===== config.mk =====
export PLATFORM = sky130hd
export DESIGN_NAME = mem_arbiter
export DESIGN_NICKNAME = d
export VERILOG_FILES = /design/src/rtl/mem_arbiter.sv
export SDC_FILE = /design/constraint.sdc
export NUM_CORES = 1
export LEC_CHECK = 0
export ABC_AREA = 1
export BUFFER_PORTS_ARGS = -buffer_cell sky130_fd_sc_hd__buf_2
export CAP_MARGIN = 20
export CORE_ASPECT_RATIO = 0.9
export CORE_UTILIZATION = 35
export CTS_BUF_LIST = sky130_fd_sc_hd__clkbuf_4 sky130_fd_sc_hd__clkbuf_8
export DETAILED_ROUTE_END_ITERATION = 6
export PLACE_DENSITY = 0.52
export SYNTH_ARGS = -nofsm -noshare
export SYNTH_HDL_FRONTEND = slang
export SYNTH_SLANG_ARGS = --single-unit

===== constraint.sdc =====
create_clock -name clk -period 5.7 [get_ports clk]
set_clock_uncertainty 0.05 [all_clocks]
set_input_delay 0.57 -clock clk [delete_from_list [all_inputs] [get_ports clk]]
set_output_delay 0.57 -clock clk [all_outputs]
set_load 0.005 [all_outputs]

===== src/rtl/mem_arbiter.sv =====
// Byte-serial sequencer for the shared RAM/IO port: round-robin arbitration between
// instruction fetch and the LSU, with little-endian assembly of multi-byte reads.
//
// state    | meaning
// ---------+-------------------------------------------------------------
// ST_IDLE  | no transfer in flight; arbitration happens here
// ST_READ  | issuing byte addresses; captures lag the issue by two edges
// ST_WRITE | one byte per cycle on the bus, stalled by a full IO buffer
module mem_arbiter (
  input  logic        clk,
  input  logic        rst,
  input  logic        rdy,
  input  logic        if_en,
  input  logic [31:0] if_addr,
  output logic        if_done,
  output logic [31:0] if_rdata,
  input  logic        lsu_en,
  input  logic        lsu_wr,
  input  logic [2:0]  lsu_size,
  input  logic [31:0] lsu_addr,
  input  logic [31:0] lsu_wdata,
  output logic        lsu_done,
  output logic [31:0] lsu_rdata,
  input  logic        misbranch_flag,
  input  logic [7:0]  mem_din,
  output logic [7:0]  mem_dout,
  output logic [31:0] mem_a,
  output logic        mem_wr,
  input  logic        io_buffer_full
);

  localparam logic [1:0] ST_IDLE  = 2'd0;
  localparam logic [1:0] ST_READ  = 2'd1;
  localparam logic [1:0] ST_WRITE = 2'd2;

  logic [1:0]  state_q, state_d;
  logic        last_lsu_q, last_lsu_d;
  logic        slot_vld_q, slot_vld_d;
  logic        slot_wr_q, slot_wr_d;
  logic [2:0]  slot_size_q, slot_size_d;
  logic [31:0] slot_addr_q, slot_addr_d;
  logic [31:0] slot_wdata_q, slot_wdata_d;
  logic        cur_lsu_q, cur_lsu_d;
  logic [31:0] addr_q, addr_d;
  logic [2:0]  n_q, n_d;
  logic [2:0]  k_q, k_d;
  logic [31:0] wdata_q, wdata_d;
  logic [31:0] rbuf_q, rbuf_d;
  logic [31:0] mem_a_q, mem_a_d;
  logic [7:0]  mem_dout_q, mem_dout_d;
  logic        if_done_q, if_done_d;
  logic        lsu_done_q, lsu_done_d;
  logic [31:0] if_rdata_q, if_rdata_d;
  logic [31:0] lsu_rdata_q, lsu_rdata_d;

  logic        live_ok, slot_ok, lsu_req, req_wr, gnt_lsu, io_stall;
  logic [2:0]  req_size, k_nxt, cap_idx;
  logic [31:0] req_addr, req_wdata, rbuf_cap;

  function automatic logic [7:0] byte_sel(input logic [31:0] w, input logic [1:0] i);
    case (i)
      2'd0:    byte_sel = w[7:0];
      2'd1:    byte_sel = w[15:8];
      2'd2:    byte_sel = w[23:16];
      default: byte_sel = w[31:24];
    endcase
  endfunction

  // A flush discards reads (queued or arriving this edge); writes always survive.
  assign live_ok   = lsu_en & ~(misbranch_flag & ~lsu_wr);
  assign slot_ok   = slot_vld_q & ~(misbranch_flag & ~slot_wr_q);
  assign lsu_req   = slot_ok | live_ok;
  assign req_wr    = slot_ok ? slot_wr_q    : lsu_wr;
  assign req_size  = slot_ok ? slot_size_q  : lsu_size;
  assign req_addr  = slot_ok ? slot_addr_q  : lsu_addr;
  assign req_wdata = slot_ok ? slot_wdata_q : lsu_wdata;
  assign gnt_lsu   = lsu_req & (~if_en | ~last_lsu_q);
  assign io_stall  = io_buffer_full & (addr_q[17:16] == 2'b11);
  assign k_nxt     = k_q + 3'd1;
  assign cap_idx   = k_q - 3'd1;

  always_comb begin
    rbuf_cap = rbuf_q;
    for (int b = 0; b < 4; b++) begin
      if (cap_idx == 3'(b)) rbuf_cap[8*b +: 8] = mem_din;
    end
  end

  always_comb begin
    state_d      = state_q;
    last_lsu_d   = last_lsu_q;
    slot_vld_d   = slot_vld_q;
    slot_wr_d    = slot_wr_q;
    slot_size_d  = slot_size_q;
    slot_addr_d  = slot_addr_q;
    slot_wdata_d = slot_wdata_q;
    cur_lsu_d    = cur_lsu_q;
    addr_d       = addr_q;
    n_d          = n_q;
    k_d          = k_q;
    wdata_d      = wdata_q;
    rbuf_d       = rbuf_q;
    mem_a_d      = mem_a_q;
    mem_dout_d   = mem_dout_q;
    if_done_d    = if_done_q;
    lsu_done_d   = lsu_done_q;
    if_rdata_d   = if_rdata_q;
    lsu_rdata_d  = lsu_rdata_q;

    if (rdy) begin
      if_done_d  = 1'b0;
      lsu_done_d = 1'b0;
      if (slot_vld_q && !slot_ok) slot_vld_d = 1'b0;
      if (live_ok) begin
        slot_vld_d   = 1'b1;
        slot_wr_d    = lsu_wr;
        slot_size_d  = lsu_size;
        slot_addr_d  = lsu_addr;
        slot_wdata_d = lsu_wdata;
      end

      case (state_q)
        ST_IDLE: begin
          if (if_en || lsu_req) begin
            last_lsu_d = gnt_lsu;
            cur_lsu_d  = gnt_lsu;
            k_d        = 3'd0;
            rbuf_d     = '0;
            if (gnt_lsu) begin
              slot_vld_d = 1'b0;
              addr_d     = req_addr;
              n_d        = req_size;
              wdata_d    = req_wdata;
              mem_a_d    = req_addr;
              if (req_wr) begin
                mem_dout_d = req_wdata[7:0];
                state_d    = ST_WRITE;
              end else begin
                state_d    = ST_READ;
              end
            end else begin
              addr_d  = if_addr;
              n_d     = 3'd4;
              mem_a_d = if_addr;
              state_d = ST_READ;
            end
          end
        end
        ST_READ: begin
          if (misbranch_flag) begin
            state_d = ST_IDLE;
          end else begin
            rbuf_d = rbuf_cap;
            if (k_q == n_q) begin
              state_d = ST_IDLE;
              if (cur_lsu_q) begin
                lsu_done_d  = 1'b1;
                lsu_rdata_d = rbuf_cap;
              end else begin
                if_done_d  = 1'b1;
                if_rdata_d = rbuf_cap;
              end
            end else begin
              k_d = k_nxt;
              if (k_nxt < n_q) mem_a_d = addr_q + {29'd0, k_nxt};
            end
          end
        end
        ST_WRITE: begin
          if (!io_stall) begin
            if (k_nxt == n_q) begin
              state_d    = ST_IDLE;
              lsu_done_d = 1'b1;
            end else begin
              k_d        = k_nxt;
              mem_a_d    = addr_q + {29'd0, k_nxt};
              mem_dout_d = byte_sel(wdata_q, k_nxt[1:0]);
            end
          end
        end
        default: state_d = ST_IDLE;
      endcase
    end
  end

  always_ff @(posedge clk or negedge rst) begin
    if (!rst) begin
      state_q      <= ST_IDLE;
      last_lsu_q   <= 1'b0;
      slot_vld_q   <= 1'b0;
      slot_wr_q    <= 1'b0;
      slot_size_q  <= '0;
      slot_addr_q  <= '0;
      slot_wdata_q <= '0;
      cur_lsu_q    <= 1'b0;
      addr_q       <= '0;
      n_q          <= '0;
      k_q          <= '0;
      wdata_q      <= '0;
      rbuf_q       <= '0;
      mem_a_q      <= '0;
      mem_dout_q   <= '0;
      if_done_q    <= 1'b0;
      lsu_done_q   <= 1'b0;
      if_rdata_q   <= '0;
      lsu_rdata_q  <= '0;
    end else begin
      state_q      <= state_d;
      last_lsu_q   <= last_lsu_d;
      slot_vld_q   <= slot_vld_d;
      slot_wr_q    <= slot_wr_d;
      slot_size_q  <= slot_size_d;
      slot_addr_q  <= slot_addr_d;
      slot_wdata_q <= slot_wdata_d;
      cur_lsu_q    <= cur_lsu_d;
      addr_q       <= addr_d;
      n_q          <= n_d;
      k_q          <= k_d;
      wdata_q      <= wdata_d;
      rbuf_q       <= rbuf_d;
      mem_a_q      <= mem_a_d;
      mem_dout_q   <= mem_dout_d;
      if_done_q    <= if_done_d;
      lsu_done_q   <= lsu_done_d;
      if_rdata_q   <= if_rdata_d;
      lsu_rdata_q  <= lsu_rdata_d;
    end
  end

  assign if_done   = if_done_q;
  assign if_rdata  = if_rdata_q;
  assign lsu_done  = lsu_done_q;
  assign lsu_rdata = lsu_rdata_q;
  assign mem_a     = mem_a_q;
  assign mem_dout  = mem_dout_q;
  assign mem_wr    = (state_q == ST_WRITE) & rdy & ~io_stall;

endmodule


# Word level (Yosys, flattened, before mapping)
# Index checks and enable logic that the tools add are counted.
# op_classes
eq_ne,20
magnitude_cmp,1
mux,56
n_reduce_logical,19
addsub,3
n_bitwise,18
# op_table
operator,count
two-way mux 32 bit,11
one-hot mux 32 bit (3 select lines),1
two-way mux 8 bit,9
one-hot mux 32 bit (2 select lines),1
adder 32 x 3 -> 32 bit,1
one-hot mux 8 bit (3 select lines),1
two-way mux 3 bit,7
"!= test 2 bit, second input constant",9
one-hot mux 8 bit (2 select lines),1
two-way mux 1 bit,15
AND reduction 5 bit,3
two-way mux 2 bit,7
AND reduction 7 bit,2
one-hot mux 3 bit (3 select lines),1
AND 1 bit,8
inverter 1 bit,8
AND reduction 4 bit,2
AND reduction 8 bit,1
"equality test 2 bit, second input constant",3
"equality test 3 x 2 -> 1 bit, second input constant",2
equality test 3 bit,2
one-hot mux 2 bit (3 select lines),1
"equality test 2 x 1 -> 1 bit, second input constant",2
zero test 2 bit,2
other kinds (15),17
# word_totals
input_bits,115
output_inout_bits,107
wordCells,135
regBits,280

# Logic depth before layout (Yosys ltp)
# Gate-level depths: netlist (run 1).
# depth
word_depth,11
depth_mapped,16
ltp_nobuf,16

# Least setup slack after synthesis (run 1)
# No wires, ideal clock.
# synth_path
path_type,flip-flop to flip-flop
startpoint,register k_q[0]
endpoint,register mem_a_q[26] (netlist: mem_a[26])
setup_time_ps,117
n_path_buf,0
required_time_ps,5533
arrival_ps,2156
period_less_slack_ps,2324
slack_ps,3376
stages_incl_launch_ff,15
path_cell_list,dfrtp_1 > inv_1 > ha_1 > inv_1 > fa_1 > inv_1 > nand3_1 > nand2_1 > nand2_1 > nor2_1 > nand2_1 > nand2_1 > nand3_1 > nand3_1 > nand2_1
# synth_between
elab_chain_len,6
word_cells_on_any_way,15
cone_classes,add/sub: 2; order compare: 1; eq/ne: 5; mux: 6; reduce/logical: 1
# synth_rtl
element,line,rtl
from (decl),46,"logic [2:0] k_q, k_d;"
from (signal assigned),218,k_q <= k_d;
adder 3 x 1 -> 3 bit,79,assign k_nxt = k_q + 3'd1;
adder 32 x 3 -> 32 bit,"165, 176",
two-way mux 32 bit,165,"if (k_nxt < n_q) mem_a_d = addr_q + {29'd0, k_nxt};"
two-way mux 32 bit,154,if (k_q == n_q) begin
two-way mux 32 bit,150,if (misbranch_flag) begin
one-hot mux 32 bit (3 select lines),122,case (state_q)
to (signal assigned),221,mem_a_q <= mem_a_d;
to (decl),49,"logic [31:0] mem_a_q, mem_a_d;"
# Several ways; a longest one is shown, not always the timed one. The select of a mux whose other input is x is not followed.
# A chain may end at the register's enable or synchronous reset.

# Final worst setup path (run 1)
# layout_path
startpoint,register k_q[0]
endpoint,register mem_a_q[24] (netlist: mem_a[24])
# The elaborated chain is that of the path after synthesis.

==> impl_metrics.py, run 1 <==
metrics = {
    "setup_path": {
        "critical_path_buf_inv_count": 2,
        "cp_top_family": "simple AND/OR/NAND/NOR gates",
        "reg2reg_from": "k_q[0]",
        "critPathKind": "flop to flop",
        "worstPathRequired_ns": 6.16,
        "worst-path-max-fanout": 33,
        "slowest_stage": "nor2_4",
        "cp_data_arrival_time_ns": 3.67,
        "worstRegToRegCells": 11,
        "crit_cells": 11,
        "critPathCaptureType": "flop",
        "crit_path_max_incr_delay_ns": 0.67,
        "reg2reg_slack_ns": 2.49,
        "cp-start-kind": "flop",
        "path_cells": "inv_1 -> ha_1 -> ha_1 -> nand3_1 -> nand3_1 -> nand2_1 -> nand3_1 -> nor2_4 -> inv_2 -> nand2_1 -> nand2_1",
        "cp-startpoint": "k_q[0]",
    },
    "final_layout": {
        "n_fill_cell": 4106,
        "n_antenna_cell": 0,
        "nets": 2156,
        "syn2layout_area_growth_pct": 18.1,
        "finish.utilization": 0.421,
        "final_cells": 2595,
        "finish.instance_area_sq_um": 16700,
        "final_layout_size_suffix_gt1_frac": 0.176,
    },
    "yosys": {
        "syn-num-nets": 1968,
        "synth_area_sq_um": 14100,
        "ys_ff_latch": 280,
        "synthArstFlopShare": 1.00,
        "synth_warnings": 0,
        "synth_edf_count": 0,
        "synth_cells": 1835,
        "ys_types": 39,
        "synth-main-ff-cell": "dfrtp_1",
        "avgSynthCellArea_sq_um": 7.69,
        "yosysSeqAreaShare": 0.496,
    },
    "run": {
        "max_cap_viol_count": 0,
    },
    "sta": {
        "slew_headroom": 0.309,
        "fin_crit_ns": 3.21,
        "hold_viol": 0,
        "final_max_slew_viol_count": 0,
        "rsz0062_at_grt": "no",
        "finalSetupTns_ns": 0,
        "final-setup-viol-count": 0,
        "finalCritPeriodShare": 0.563,
        "timing.fmax_mhz": 312,
        "holdWs_ns": 0.135,
        "tightest_slew_ns": 1.04,
    },
    "floorplan": {
        "rows": 69,
        "start_util": 0.356,
        "die_w_um": 214,
        "die_h_um": 193,
        "io_pins": 222,
        "fp.coreArea_sq_um": 39600,
        "die_area_sq_um": 41100,
    },
    "grt": {
        "grt_pass1_wl_um": 65500,
        "grt_max_degree": 124,
        "grt_overflow": 0,
        "antenna_found_initial": 2,
        "grtUsageTotal": 0.206,
        "grt_pass1_vias": 11600,
    },
    "clocking": {
        "clk_pin_slew_ns": 0.07,
        "cts_setup_buffers": 0,
        "ctsHoldBuffers": 1,
        "cts_max_path_buffers": 3,
        "clk_latency_ns": 0.63,
        "cts.sinks": 280,
        "cts_resized": 0,
        "cts_buffers": 49,
        "htreeDepth": 2,
        "cts_root_buffer": "clkbuf_8",
        "cts_tree": "done",
    },
    "routing": {
        "firstDrtPassIters": 7,
        "drc": 0,
        "vias": 12300,
        "routed_wirelength_um": 41800,
        "ant_nets": 0,
        "vias_per_cell": 4.73,
        "initialDrtViolationCount": 832,
        "routedWlPerCell_um": 16.1,
    },
    "min_path": {
        "hp-start": "lsu_addr[26]",
        "hold_class": "input port to flop",
        "whs_path_depth": 2,
    },
    "placement": {
        "dpl-instance-area_sq_um": 15500,
        "io_buffers": 221,
        "gp_congestion": 0.882,
        "post-place-cells": 2502,
        "place.detailed.hpwl_um": 29900,
    },
    "run_status": {
        "outcome": "complete, no violations",
    },
    "power_and_ir_drop": {
        "p_int_uw": 4840,
        "p_sw_frac": 0.418,
        "ir_drop_mv": 0.198,
        "p_leak_uw": 0.00878,
        "p_seq_frac": 0.366,
        "p_per_area_nw_per_um2": 499,
        "pwr-share-comb": 0.383,
        "p_sw_uw": 3480,
        "clockPowerShare": 0.251,
    },
}
[synthesized netlist by cell type, drive strengths merged (3+ instances only)]
cell,instances,share of area
dfrtp,280,0.50
nor2,90,0.027
ha,17,0.015
mux2,13,0.010
inv,171,0.045
a21oi,40,0.014
nand4,8,0.0040
nand3b,12,0.0064
nand3,108,0.039
nand2,686,0.19
clkbuf,43,0.012
buf,51,0.022
xnor2,3,0.0024
o31ai,32,0.017
o211ai,8,0.0043
o21ai,264,0.094
[registers in the layout, summed over array words and instances, names as in the netlist]
signal and cells:
slot_addr_q 32, slot_vld_q 1, cur_lsu_q 1, if_done 1, wdata_q 32, state_q 2
mem_dout 8, slot_wr_q 1, slot_wdata_q 32, addr_q 32, n_q 3, lsu_done 1
mem_a 32, rbuf_q 32, slot_size_q 3, lsu_rdata 32, if_rdata 32, k_q 3
[cell usage in the layout, fill, tap and decap left out, drive strengths merged, types with 2 or more instances in the layout]
cell	count
nand2	686
dfrtp	280
o21ai	264
buf	230
inv	173
nand3	108
nor2	90
clkbuf	75
a21oi	40
o31ai	32
ha	17
mux2	13
nand3b	12
clkinv	11
o211ai	8
nand4	8
xnor2	3
bufinv	2
[area by class of cell]
cell class,instances,area (sq um),share of cell area
clock buffers,75,982,0.0589
clock inverters,16,140,0.00841
inverters,171,642,0.0385
multi-input cells,1290,6000,0.360
flip-flops and latches,280,7010,0.420
well taps,532,666,0.0399
repair buffers,231,1230,0.0736
[power by group through the flow]
| stage | clock [uW] | sequential (uW) | combinational [uW] |
|---|---|---|---|
| global route | 2250 | 3120 | 3670 |
| detailed placement | 0 | 3070 | 3160 |
| CTS | 2160 | 3050 | 3170 |
| global placement | 0 | 3070 | 3120 |
| finish | 2090 | 3050 | 3190 |
| floorplan | 0 | 2960 | 2210 |
[cell families (layout without fill, tap and decap cells)]
kind of cell | Yosys count | count (layout) | share of synthesized area
flops | 280 | 280 | 0.496
mux | 13 | 13 | 0.0104
compound gates | 350 | 350 | 0.132
fa+ha+maj | 18 | 18 | 0.0165
buf+inv | 265 | 493 | 0.0793
simple gates | 905 | 905 | 0.262
xor+xnor | 4 | 4 | 0.00301
[layer usage]
metal  GRT usage  vias up  share of wire
met4      0.0495        4          0.014
met1       0.322     5639           0.52
li1            -     6273              -
met3      0.0475       51          0.063
met2       0.280      298           0.40
met5           0        -        0.00060
[final timing paths]
check / to
setup / recovery: mem_a[24]
hold / removal: slot_addr_q[26]
setup reg to reg: mem_a[24]
hold reg to reg: mem_dout[6]
max in group asynchronous: addr_q[18]
min in group asynchronous: lsu_rdata[9]
[through the flow]
step / worst slack, ns / total power [uW]
final: 2.49 / 8320
after global routing: 2.20 / 9050
after CTS: 2.50 / 8380
after detailed placement: 2.51 / 6240
after global placement: 2.54 / 6190
after floorplan: 3.38 / 5170
Note: power is estimated with default switching activity, not from simulation.
==> inputs of run 2 (changes only) <==
--- a/config.mk
+++ b/config.mk
@@ -5,14 +5,14 @@
 export SDC_FILE = /design/constraint.sdc
 export NUM_CORES = 1
 export LEC_CHECK = 0
-export ABC_AREA = 1
+export ABC_AREA = 0
 export BUFFER_PORTS_ARGS = -buffer_cell sky130_fd_sc_hd__buf_2
 export CAP_MARGIN = 20
 export CORE_ASPECT_RATIO = 0.9
 export CORE_UTILIZATION = 35
 export CTS_BUF_LIST = sky130_fd_sc_hd__clkbuf_4 sky130_fd_sc_hd__clkbuf_8
 export DETAILED_ROUTE_END_ITERATION = 6
-export PLACE_DENSITY = 0.52
+export PLACE_DENSITY = 0.54
 export SYNTH_ARGS = -nofsm -noshare
 export SYNTH_HDL_FRONTEND = slang
 export SYNTH_SLANG_ARGS = --single-unit
==> constraint.sdc (replaced) <==
create_clock -name clk -period 2.7 [get_ports clk]
set_clock_uncertainty 0.05 [all_clocks]
set_input_delay 0.27 -clock clk [delete_from_list [all_inputs] [get_ports clk]]
set_output_delay 0.27 -clock clk [all_outputs]
set_load 0.005 [all_outputs]
==> run 2 against run 1 <==
Effect of this change:
- critical path depth is 2 lower
- highest routed layer unchanged
- total power grew 120%
- largest cell class unchanged
- sequential share of layout area decreased by 1.6 points
- final area up 3.9%
- first-iteration DRC count is 28% lower
==> impl_metrics.py, run 2 <==
metrics = {
    "yosys": {
        "synth_area_sq_um": 13600,
        "avgSynthCellArea_sq_um": 10.7,
        "ys_types": 57,
        "synth_area_leader_cell": "dfrtp_1",
        "synthMuxAreaShare": 0.170,
        "synth-xor-area-share": 0.0213,
        "yosysMostFrequentCell": "dfrtp_1",
        "synth_fa_ha_area_frac": 0.0172,
        "synth_top_family_by_area": "multiplexers",
        "synthArstFlopShare": 1.00,
        "ys_top_cells_by_count": "280 x dfrtp_1, 148 x a21oi_1, 131 x nor2_1",
        "synth_compound_area_frac": 0.134,
        "synth_cells": 1263,
        "synth_warnings": 0,
        "yosysSeqAreaShare": 0.516,
        "syn-num-nets": 1396,
        "synthSimpleGateAreaFrac": 0.103,
        "ys_ff_latch": 280,
        "synth_edf_count": 0,
        "synth_top_area_frac": 0.516,
        "synth-main-ff-cell": "dfrtp_1",
        "synth_area_leaders": "dfrtp_1 52%, mux2i_1 8.4%, mux2_2 8.0%",
    },
    "sta": {
        "hold_viol": 0,
        "tightest_slew_ns": 0.589,
        "holdWs_ns": 0.0761,
        "finalCritPeriodShare": 0.986,
        "finalSetupTns_ns": 0,
        "final_max_slew_viol_count": 0,
        "rsz0062_at_grt": "yes",
        "slew_headroom": 0.596,
        "fin_crit_ns": 2.66,
        "final-setup-viol-count": 0,
        "timing.fmax_mhz": 376,
    },
    "clocking": {
        "htreeDepth": 2,
        "cts_tree": "done",
        "cts_root_buffer": "clkbuf_8",
        "cts.sinks": 280,
        "cts_max_path_buffers": 3,
        "clk_pin_slew_ns": 0.06,
        "cts_buffers": 50,
        "clk_latency_ns": 0.61,
    },
    "final_layout": {
        "layout_commonest_cell": "dfrtp_1",
        "layout_common_cells": "280 x dfrtp_1, 221 x buf_2, 146 x a21oi_1, 129 x nor2_1, 114 x mux2i_1",
        "final_layout_size_suffix_gt1_frac": 0.292,
        "n_fill_cell": 3664,
        "finish.utilization": 0.452,
        "syn2layout_area_growth_pct": 27.6,
        "multi_input_area_sq_um": 6180,
        "finish.instance_area_sq_um": 17300,
        "regArea_sq_um": 7010,
        "nets": 1705,
    },
    "floorplan": {
        "die_h_um": 189,
        "start_util": 0.354,
        "io_pins": 222,
        "rows": 68,
        "die_area_sq_um": 39600,
        "die_w_um": 210,
        "fp.coreArea_sq_um": 38300,
    },
    "routing": {
        "drc": 0,
        "ant_nets": 0,
        "initialDrtViolationCount": 602,
        "vias": 10600,
        "firstDrtPassIters": 5,
        "routed_wirelength_um": 38300,
        "vias_per_cell": 5.04,
        "routedWlPerCell_um": 18.2,
    },
    "setup_path": {
        "cp_data_arrival_time_ns": 3.08,
        "timing.rr.end": "mem_dout[2]",
        "cpMostUsedCell": "ha_1",
        "cp-startpoint": "k_q[0]",
        "path_cells": "ha_1 -> xor2_2 -> ha_1 -> and3_1 -> o21ai_0 -> nand3_2 -> a21oi_2 -> buf_12 -> mux2_2",
        "slowest_stage": "dfrtp_1",
        "critPathKind": "flop to flop",
        "worstPathRequired_ns": 3.12,
        "worstRegToRegCells": 9,
        "cp-start-kind": "flop",
        "reg2reg_slack_ns": 0.04,
        "crit_path_max_incr_delay_ns": 0.41,
        "reg2reg_from": "k_q[0]",
        "critPathCaptureType": "flop",
        "worst-path-max-fanout": 8,
    },
    "placement": {
        "io_buffers": 221,
        "dpl-instance-area_sq_um": 15300,
        "place.detailed.hpwl_um": 26900,
        "gp_congestion": 0.833,
    },
    "min_path": {
        "hp-start": "if_addr[3]",
        "whs_path_depth": 3,
        "hold_end": "addr_q[3]",
        "hold_class": "input port to flop",
    },
    "grt": {
        "grt_pass1_wl_um": 59700,
        "antenna_found_initial": 6,
        "grt_overflow": 0,
        "grt_max_degree": 77,
        "grt_pass1_vias": 10300,
        "grtUsageTotal": 0.193,
    },
    "power_and_ir_drop": {
        "p_leak_uw": 0.00853,
        "p_int_uw": 11600,
        "p_sw_uw": 6920,
        "clockPowerShare": 0.230,
        "power_uw": 18500,
        "p_per_area_nw_per_um2": 1070,
        "ir_drop_mv": 0.485,
        "pwr-share-comb": 0.396,
        "p_sw_frac": 0.374,
        "p_seq_frac": 0.374,
    },
    "run_status": {
        "outcome": "complete, no violations",
    },
    "run": {
        "max_cap_viol_count": 0,
    },
}
run 2: worst max path at each step:
stage / cells past startpoint / slack (ns) / endpoint
6_report: 9 / 0.04 / mem_dout[2]
5_1_grt: 9 / -0.07 / mem_dout[2]
4_1_cts: 11 / 0.03 / mem_a[30]
3_5_place_dp: 11 / 0.07 / mem_a[30]
3_3_place_gp: 10 / 0.13 / mem_a[30]
2_1_floorplan: 11 / 0.14 / mem_a[6]
run 2: logic make-up after synthesis:
family | after synthesis
flip-flops | 280
multiplexers | 218
buffers and inverters | 103
XOR/XNOR | 33
AND/OR/NAND/NOR | 305
adder cells (fa/ha/maj) | 18
AO/OA/AOI/OAI | 306
run 2: timing repair:
action                                 in CTS  in global routing
buffers inserted                            0                  1
hold buffers                               80                  0
resized for setup                           0                 11
endpoints found under the hold margin     217                  0
setup endpoints to repair                   0                 32
run 2: cell type report:
type / count / share of cell area
flip-flops and latches: 280 / 0.405
clock buffers: 74 / 0.0538
well taps: 490 / 0.0354
diodes: 4 / 0.000578
inverters: 18 / 0.00390
repair buffers: 340 / 0.137
clock inverters: 10 / 0.00788
multi-input cells: 882 / 0.357
run 2: worst max-delay path, delay by kind of cell, from the launching register on:
family	cells	cell delay, ns
DFF	1	0.41
and+or+nand+nor	2	0.36
AOI/OAI and AO/OA	2	0.45
buffers and inverters	1	0.15
muxes	1	0.33
xor gates and xnor gates	1	0.24
adders and majority gates	2	0.52
run 2: stage by stage:
step                      cells  setup slack, ns
after detailed placement   1926           0.0718
after floorplan            1263            0.142
after global routing       2098          -0.0716
after global placement     1926            0.127
final                      2098           0.0388
after CTS                  2090           0.0340
run 2: power by group through the flow:
stage / combinational, uW / clock (uW) / sequential, uW
4_1_cts: 7250 / 4410 / 6920
3_5_place_dp: 7120 / 0 / 6990
6_report: 7330 / 4260 / 6920
2_1_floorplan: 4630 / 0 / 6750
3_3_place_gp: 7000 / 0 / 6960
5_1_grt: 8160 / 4580 / 7130
run 2: layer usage:
metal,vias to the layer above,global-route usage,part of all wire
met4,4,0.0561,0.016
li1,5132,-,-
met1,5111,0.300,0.52
met3,53,0.0353,0.048
met5,-,0,0.00057
met2,270,0.268,0.42
==> inputs of run 3 (changes only) <==
--- a/config.mk
+++ b/config.mk
@@ -9,10 +9,10 @@
 export BUFFER_PORTS_ARGS = -buffer_cell sky130_fd_sc_hd__buf_2
 export CAP_MARGIN = 20
 export CORE_ASPECT_RATIO = 0.9
-export CORE_UTILIZATION = 35
-export CTS_BUF_LIST = sky130_fd_sc_hd__clkbuf_4 sky130_fd_sc_hd__clkbuf_8
+export CORE_UTILIZATION = 53
+export CTS_BUF_LIST = sky130_fd_sc_hd__clkbuf_8
 export DETAILED_ROUTE_END_ITERATION = 6
-export PLACE_DENSITY = 0.54
+export PLACE_DENSITY = 0.77
 export SYNTH_ARGS = -nofsm -noshare
 export SYNTH_HDL_FRONTEND = slang
 export SYNTH_SLANG_ARGS = --single-unit
==> run 3 against run 2 <==
Effect of this change:
- clock-buffer cell count decreased by 15
- flip-flop and latch count stayed put
- sequential share of layout area rose by 1.1 points
- critical path type unchanged
==> impl_metrics.py, run 3 (synthesis gave the netlist of run 2 again) <==
metrics = {
    "power_and_ir_drop": {
        "p_sw_uw": 6840,
        "p_leak_uw": 0.00844,
        "p_seq_frac": 0.389,
        "p_per_area_nw_per_um2": 1060,
        "p_int_uw": 11100,
        "pwr-share-comb": 0.409,
        "p_sw_frac": 0.382,
        "ir_drop_mv": 0.594,
        "clockPowerShare": 0.201,
    },
    "clocking": {
        "htreeDepth": 2,
        "cts_root_buffer": "clkbuf_8",
        "cts_tree": "done",
        "cts.sinks": 280,
        "clk_pin_slew_ns": 0.06,
        "clk_latency_ns": 0.55,
        "cts_setup_buffers": 0,
        "cts_max_path_buffers": 3,
        "cts_buffers": 47,
    },
    "grt": {
        "antenna_found_initial": 4,
        "grt_pass1_wl_um": 56500,
        "grt_max_degree": 73,
        "grt_pass1_vias": 10700,
        "grtUsageTotal": 0.273,
        "grt_overflow": 0,
    },
    "final_layout": {
        "final_layout_size_suffix_gt1_frac": 0.282,
        "layout_common_cells": "280 x dfrtp_1, 221 x buf_2, 146 x a21oi_1, 129 x nor2_1, 114 x mux2i_1",
        "nets": 1689,
        "final_cells": 1929,
        "finish.instance_area_sq_um": 16900,
        "syn2layout_area_growth_pct": 24.3,
        "layout_commonest_cell": "dfrtp_1",
    },
    "routing": {
        "ant_nets": 0,
        "initialDrtViolationCount": 967,
        "vias": 10800,
        "firstDrtPassIters": 6,
        "routedWlPerCell_um": 18.6,
        "routed_wirelength_um": 35900,
        "vias_per_cell": 5.59,
        "drc": 0,
    },
    "sta": {
        "fin_crit_ns": 2.61,
        "slew_headroom": 0.556,
        "finalCritPeriodShare": 0.967,
        "final-setup-viol-count": 0,
        "final_max_slew_viol_count": 0,
        "worst_slack_ns": 0.0893,
        "finalSetupTns_ns": 0,
        "holdWs_ns": 0.0475,
        "hold_viol": 0,
        "tightest_slew_ns": 0.664,
        "timing.fmax_mhz": 383,
    },
    "min_path": {
        "hold_class": "input port to flop",
    },
    "floorplan": {
        "die_w_um": 171,
        "fp.coreArea_sq_um": 25100,
        "die_h_um": 154,
        "io_pins": 222,
        "rows": 55,
        "start_util": 0.540,
        "die_area_sq_um": 26200,
    },
    "placement": {
        "gp_congestion": 0.849,
        "place.detailed.hpwl_um": 24000,
        "io_buffers": 221,
        "pre_cts_ws_ns": -0.0751,
        "post-place-cells": 1777,
        "dpl-instance-area_sq_um": 15200,
    },
    "setup_path": {
        "worstPathRequired_ns": 3.07,
        "reg2reg_slack_ns": 0.09,
        "worst-path-max-fanout": 10,
        "cp_data_arrival_time_ns": 2.99,
        "critPathCaptureType": "flop",
        "cp-start-kind": "flop",
        "critPathKind": "flop to flop",
    },
    "run": {
        "max_cap_viol_count": 0,
    },
    "run_status": {
        "outcome": "complete, no violations",
    },
}
-- run 3: changes by cell type in the layout (fill, tap and decap cells not counted), moves of 2 or more --
cell           before  now
buf_4              24   20
bufinv_16           3    0
clkbuf_4           14    0
clkinvlp_4          3    1
dlygate4sd3_1      80   69
inv_1              17   30
-- run 3: path summary, 6_finish.rpt --
| path | depth (start not counted) | from | end |
|---|---|---|---|
| max | 8 | k_q[0] | mem_a[3] |
| min | 2 | mem_din[2] | rbuf_q[26] |
| max reg2reg | 8 | k_q[0] | mem_a[3] |
| min reg2reg | 2 | mem_a[30] | mem_a[30] |
| max in group asynchronous | 3 | rst | slot_addr_q[6] |
| min in group asynchronous | 2 | rst | mem_a[27] |
-- run 3: power groups by stage --
stage	clock network (uW)	logic (uW)	registers, uW
global route	3860	8080	7150
finish	3610	7330	6980
CTS	3670	7160	6940
detailed placement	0	6990	6990
floorplan	0	4630	6750
global placement	0	6770	6920
-- run 3: timing repair --
action	4_1_cts	5_1_grt
resized for setup	1	15
cloned	1	2
setup endpoints to repair	17	42
hold endpoints to repair	150	0
pin swaps	1	3
hold buffers	69	0
-- run 3: final cells by class --
| type | instances | area, sq um |
|---|---|---|
| diodes | 3 | 7.51 |
| clock buffers | 59 | 812 |
| clock inverters | 18 | 80.1 |
| fillers | 1908 | 8250 |
| inverters | 18 | 67.6 |
| multi-input cells | 882 | 6200 |
| flip-flops and latches | 280 | 7010 |
| well taps | 342 | 428 |
| repair buffers | 327 | 2260 |
-- run 3: per-layer routing --
layer | track usage | wire, um
met1 | 0.404 | 16700
met4 | 0.0704 | 649
met2 | 0.416 | 16200
met3 | 0.0463 | 2370
met5 | 0 | 10
-- run 3: critical path, stage by stage, from the launching register on --
cell,delay (ns)
dfrtp_1,0.42
ha_1,0.25
xor2_2,0.27
ha_1,0.29
and3_1,0.19
o21ai_2,0.14
nand3_2,0.19
o21bai_4,0.32
mux2_1,0.37
-- run 3: through the flow --
step	utilization	power [uW]
final	0.671	17900
after global routing	0.671	19100
after CTS	0.667	17800
after detailed placement	0.604	14000
after global placement	0.604	13700
after floorplan	-	11400
